===== src/rtl/rst_seq_ctrl.sv =====
// Reset sequencer: holds all domain resets at power-on, then releases them one at a
// time in ascending index order, waiting for each domain's synchronized acknowledge.
module rst_seq_ctrl #(
  parameter int NUM_DOM     = 3,
  parameter int STRETCH_CYC = 16,
  parameter int GAP_W       = 8,
  parameter int TIMEOUT_CYC = 64,
  parameter int SYNC_STAGES = 2
) (
  input  logic               CLK,
  input  logic               RST,
  input  logic [NUM_DOM-1:0] SW_RST_REQ,
  input  logic [GAP_W-1:0]   GAP_CFG,
  input  logic [NUM_DOM-1:0] DOM_ACK,
  output logic [NUM_DOM-1:0] DOM_RST_N,
  output logic               SEQ_BUSY,
  output logic               SEQ_DONE,
  output logic               TIMEOUT_ERR
);

  localparam int IDX_W   = (NUM_DOM > 1) ? $clog2(NUM_DOM) : 1;
  localparam int CNT_MAX = (STRETCH_CYC > TIMEOUT_CYC) ? STRETCH_CYC : TIMEOUT_CYC;
  localparam int CNT_W   = $clog2(CNT_MAX + 1);

  localparam logic [IDX_W-1:0] LAST_IDX    = IDX_W'(NUM_DOM - 1);
  localparam logic [CNT_W-1:0] STRETCH_END = CNT_W'(STRETCH_CYC - 1);
  localparam logic [CNT_W-1:0] TIMEOUT_END = CNT_W'(TIMEOUT_CYC - 1);

  typedef enum logic [2:0] {
    ST_STRETCH,
    ST_RELEASE,
    ST_WAIT_ACK,
    ST_GAP,
    ST_RUN
  } state_t;

  state_t             state, state_nx;
  logic [IDX_W-1:0]   idx, idx_nx;
  logic [CNT_W-1:0]   cnt, cnt_nx;
  logic [GAP_W-1:0]   gap_left, gap_nx;
  logic [NUM_DOM-1:0] rst_n_q, rst_n_nx;
  logic               err_q, err_nx;
  logic [NUM_DOM-1:0] sync_q [SYNC_STAGES];
  logic [NUM_DOM-1:0] ack_s;
  logic [IDX_W-1:0]   req_k;
  logic               acked;
  logic               adv;

  // Acks arrive from other clock domains; only the last synchronizer stage is trusted.
  always_ff @(posedge CLK or negedge RST) begin
    if (!RST) begin
      for (int s = 0; s < SYNC_STAGES; s++) sync_q[s] <= '0;
    end else begin
      sync_q[0] <= DOM_ACK;
      for (int s = 1; s < SYNC_STAGES; s++) sync_q[s] <= sync_q[s-1];
    end
  end

  assign ack_s = sync_q[SYNC_STAGES-1];

  always_ff @(posedge CLK or negedge RST) begin
    if (!RST) begin
      state    <= ST_STRETCH;
      idx      <= '0;
      cnt      <= '0;
      gap_left <= '0;
      rst_n_q  <= '0;
      err_q    <= 1'b0;
    end else begin
      state    <= state_nx;
      idx      <= idx_nx;
      cnt      <= cnt_nx;
      gap_left <= gap_nx;
      rst_n_q  <= rst_n_nx;
      err_q    <= err_nx;
    end
  end

  always_comb begin
    state_nx = state;
    idx_nx   = idx;
    cnt_nx   = cnt;
    gap_nx   = gap_left;
    rst_n_nx = rst_n_q;
    err_nx   = err_q;
    acked    = 1'b0;
    adv      = 1'b0;
    req_k    = '0;

    // Scanning downward leaves the lowest requested index in req_k.
    for (int i = NUM_DOM - 1; i >= 0; i--) begin
      if (SW_RST_REQ[i]) req_k = IDX_W'(i);
    end

    case (state)
      ST_STRETCH: begin
        if (cnt == STRETCH_END) begin
          state_nx = ST_RELEASE;
          cnt_nx   = '0;
        end else begin
          cnt_nx = cnt + CNT_W'(1);
        end
      end
      ST_RELEASE: begin
        rst_n_nx[idx] = 1'b1;
        state_nx      = ST_WAIT_ACK;
        cnt_nx        = '0;
      end
      ST_WAIT_ACK: begin
        if (ack_s[idx]) begin
          acked = 1'b1;
        end else if (cnt == TIMEOUT_END) begin
          err_nx = 1'b1;
          acked  = 1'b1;
        end else begin
          cnt_nx = cnt + CNT_W'(1);
        end
        if (acked) begin
          cnt_nx = '0;
          if (GAP_CFG == '0) begin
            adv = 1'b1;
          end else begin
            state_nx = ST_GAP;
            gap_nx   = GAP_CFG;
          end
        end
      end
      ST_GAP: begin
        if (gap_left <= GAP_W'(1)) adv = 1'b1;
        else gap_nx = gap_left - GAP_W'(1);
      end
      ST_RUN: begin
        if (|SW_RST_REQ) begin
          for (int i = 0; i < NUM_DOM; i++) begin
            if (i >= int'(req_k)) rst_n_nx[i] = 1'b0;
          end
          idx_nx   = req_k;
          cnt_nx   = '0;
          state_nx = ST_STRETCH;
        end
      end
      default: begin
        state_nx = ST_STRETCH;
      end
    endcase

    // Shared exit from WAIT_ACK/GAP: either move on to the next domain or finish.
    if (adv) begin
      if (idx == LAST_IDX) begin
        state_nx = ST_RUN;
      end else begin
        idx_nx   = idx + IDX_W'(1);
        state_nx = ST_RELEASE;
      end
    end
  end

  assign DOM_RST_N   = rst_n_q;
  assign TIMEOUT_ERR = err_q;
  assign SEQ_DONE    = (state == ST_RUN);
  assign SEQ_BUSY    = (state != ST_RUN);

endmodule


===== config.mk =====
export PLATFORM = sky130hd
export DESIGN_NAME = rst_seq_ctrl
export DESIGN_NICKNAME = d
export VERILOG_FILES = /design/src/rtl/rst_seq_ctrl.sv
export SDC_FILE = /design/constraint.sdc
export NUM_CORES = 1
export LEC_CHECK = 0
export CORE_MARGIN = 5
export CORE_UTILIZATION = 52
export DETAILED_ROUTE_END_ITERATION = 8
export GPL_ROUTABILITY_DRIVEN = 0
export GPL_TIMING_DRIVEN = 0
export MAX_ROUTING_LAYER = met4
export PLACE_DENSITY_LB_ADDON = 0.15
export SLEW_MARGIN = 25
export SYNTH_ARGS = -nofsm -noshare
export SYNTH_HDL_FRONTEND = slang
export SYNTH_SLANG_ARGS = --single-unit
export TNS_END_PERCENT = 20

===== constraint.sdc =====
create_clock -name CLK -period 2.1 [get_ports CLK]
set_input_delay 0.21 -clock CLK [delete_from_list [all_inputs] [get_ports CLK]]
set_output_delay 0.21 -clock CLK [all_outputs]
set_load 0.02 [all_outputs]

==> run metrics <==
status=finished clean; Worst path slowest cell=dfrtp_1; Mapped Avg Cell Area=between 9 and 10 µm²; vias in the first global route=between 1500 and 2000; Critical Path Fanout Max=6; Yosys Warn Count=0; Antenna diodes=0; ys async rst share=100%; number of hold violations in the final report=0; crit start category=flop; Final Max Slew Viols=0; main area contributors after synthesis=dfrtp_1, nor2_1, nand2_1, o21ai_0, a21oi_1; first-pass GRT wire length=approximately 7.4 mm; Iter 0 DRT Violations=66; total wire length=between 4 and 5 mm; clock root buffer master=clkbuf_4; R2R depth=7; DR vias=about 1600; # IOs=22; Power Dens Cells=around 1200 nW/µm²; fin crit period=around 2000 ps; Max Freq=between 500 and 600 MHz; row count=21; initial antenna violation count=0; Routed Antenna Nets=0; Reg clk slew, reported paths=110 ps; CTS buffer count=5; design area=approximately 2200 µm²; DP Area=about 2100 µm²; total power=approximately 2.7 mW; htree depth=2; Top FF cell, synth=dfrtp_1; total of max-cap violations=0; GRT Util Overall=roughly a fifth; Crit Reg-Reg Startpoint=gap_left[0]$_DFFE_PN0P_; area share of the largest cell type after synthesis=around 41%; chip height=a little under 70 µm; CTS sink cnt=30; final setup vio count=0; largest net degree at the start of global routing=31; leading cell types by count after synthesis=dfrtp_1, nor2_1, nand2_1, o21ai_0, a21oi_1; Post-Syn Area=1830 µm²; Fin Clk Skew=roughly 12 ps; die area=4800 µm²; WHS=just under 300 ps; post-synth net total=217; unique cell type count in the Yosys netlist=54; static leakage=approximately 0.9 nW; grt total ovfl=0; core region area=roughly 3400 µm²; HPWL after DPL=approximately 3.2 mm; CTS tree=built; RR Endpoint=gap_left[1]$_DFFE_PN0P_; Yosys top cell by area=dfrtp_1; Initial DRT Pass Iterations=4; number of synthesized flops with an enable pin=0; Starting Density=54.4%; most common cell in the netlist=dfrtp_1; CP max stage delay=roughly 440 ps; I/O Buffers=21; worst slew pin tran=approximately 700 ps; WHS Endpoint=sync_q[4]$_DFF_PN0_; P&R area growth vs syn=20.2%; latest clock arrival within the worst-skew pair=~340 ps; Max VDD drop=750 µV; WL per Instance=15.7 µm; CTS max path bufs=2; R2R setup slack=100 ps; share of cells above drive strength 1=15.0%; Die Wd=around 69 µm; Hold WC Path Type=input pin to flop; critical path arrival=2220 ps; Rel. slew slack=a little over half; crit path capture type=flop; DRC violations left=0; fin crit share=between 90% and 100%; WHS Path Cells=1; Crit Path Class=flop to flop; #FFs+latches synth=30; sequential fraction of the synthesis area=41.0%; HP Start=DOM_ACK[1]; Mapped Cells=slightly below 200; nets=245; CP Data Required Time=2330 ps; CP cell instances=inv_1 -> ha_2 -> nor2_1 -> and4b_2 -> nand2_1 -> a31o_4 -> mux2_4; unrepaired setup endpoints after global routing=no; Via-to-Cell Ratio=~6.0; setup TNS=0 ps
worst max-delay path, delay by kind of cell (launching register included):
family	cells	cell delay [ps]
AND/OR/NAND/NOR	3	520
flip-flops	1	440
multiplexers	1	300
adder cells (fa/ha/maj)	1	240
AO/OA/AOI/OAI	1	290
buffers and inverters	1	110
area by class of cell:
cell class	instances	area [µm²]
multi-input combinational	155	1040
inverter	4	15.0
fill	310	1160
sequential	30	751
timing repair buffer	22	213
tap	46	57.6
clock buffer	8	78.8
buffer	8	43.8
how the worst max path moves through the flow:
stage / slack, ps / depth (start not counted) / to / startpoint
2_1_floorplan: 260 / 7 / gap_left[1]$_DFFE_PN0P_ / gap_left[0]$_DFFE_PN0P_
3_3_place_gp: -100 / 6 / gap_left[1]$_DFFE_PN0P_ / GAP_CFG[0]
3_5_place_dp: -140 / 6 / gap_left[1]$_DFFE_PN0P_ / GAP_CFG[0]
6_report: 100 / 7 / gap_left[1]$_DFFE_PN0P_ / gap_left[0]$_DFFE_PN0P_
5_1_grt: 6 / 6 / gap_left[3]$_DFFE_PN0P_ / cnt[1]$_DFFE_PN0P_
4_1_cts: 40 / 6 / cnt[5]$_DFFE_PN0P_ / cnt[0]$_DFFE_PN0P_
where the power goes:
part,switching [mW],internal [mW]
Clock,0.209,0.229
Combinational,0.786,0.576
Sequential,0.154,0.723
Total,1.15,1.53
layout by cell type (no fill, tap or decap), types with 4 or more instances in the layout:
cell type	Yosys	routed
a211oi_1	4	4
o21ai_1	4	4
o21ai_0	13	13
nor3_1	7	6
inv_1	4	4
nand2_1	18	18
clkbuf_4	0	5
nand2b_1	4	4
clkdlybuf4s50_1	0	18
nor2_1	21	20
a22o_1	4	4
a21oi_1	9	9
dfrtp_1	30	30
buf_2	4	5
a31oi_1	5	5
nand3_1	5	5
cell families (layout without fill, tap and decap cells):
kind of cell	count (synthesis)	after routing	share of synthesized area [%]
simple gates	77	77	22.6
compound gates	71	71	28.5
flops	30	30	41.0
buf+inv	13	42	3.35
fa+ha+maj	3	3	2.05
mux	3	3	1.98
xor+xnor	1	1	0.479
sequential cells by signal, summed over array words and instances (netlist names):
| name | flops |
|---|---|
| state | 3 |
| idx | 2 |
| ack_s | 3 |
| sync_q | 3 |
| gap_left | 8 |
| DOM_RST_N | 3 |
| TIMEOUT_ERR | 1 |
| cnt | 7 |
through the flow:
stage / std cells / util (%) / worst slack (ps)
final: 273 / 65.4 / 105
after global routing: 273 / 65.4 / 5.83
after CTS: 274 / 65.0 / 40.9
after detailed placement: 265 / 62.2 / -140
after global placement: 265 / 62.4 / -99.7
after floorplan: 198 / - / 258
routing by layer:
layer / wire length (µm) / vias to the layer above / global-route usage (%)
li1: - / 802 / -
met1: 1890 / 798 / 22.6
met2: 2140 / 34 / 31.4
met3: 177 / 10 / 4.20
met4: 83 / 0 / 9.33
met5: 0 / - / -
what timing repair did:
item                                   CTS  global route
setup endpoints to repair                2             9
pin swaps                                0             0
resized for setup                        5             4
endpoints found under the hold margin   30             0
hold buffers                             1             0
setup buffers                            0             0
gates cloned                             0             0
No activity file was read; power rests on OpenSTA's default activity.
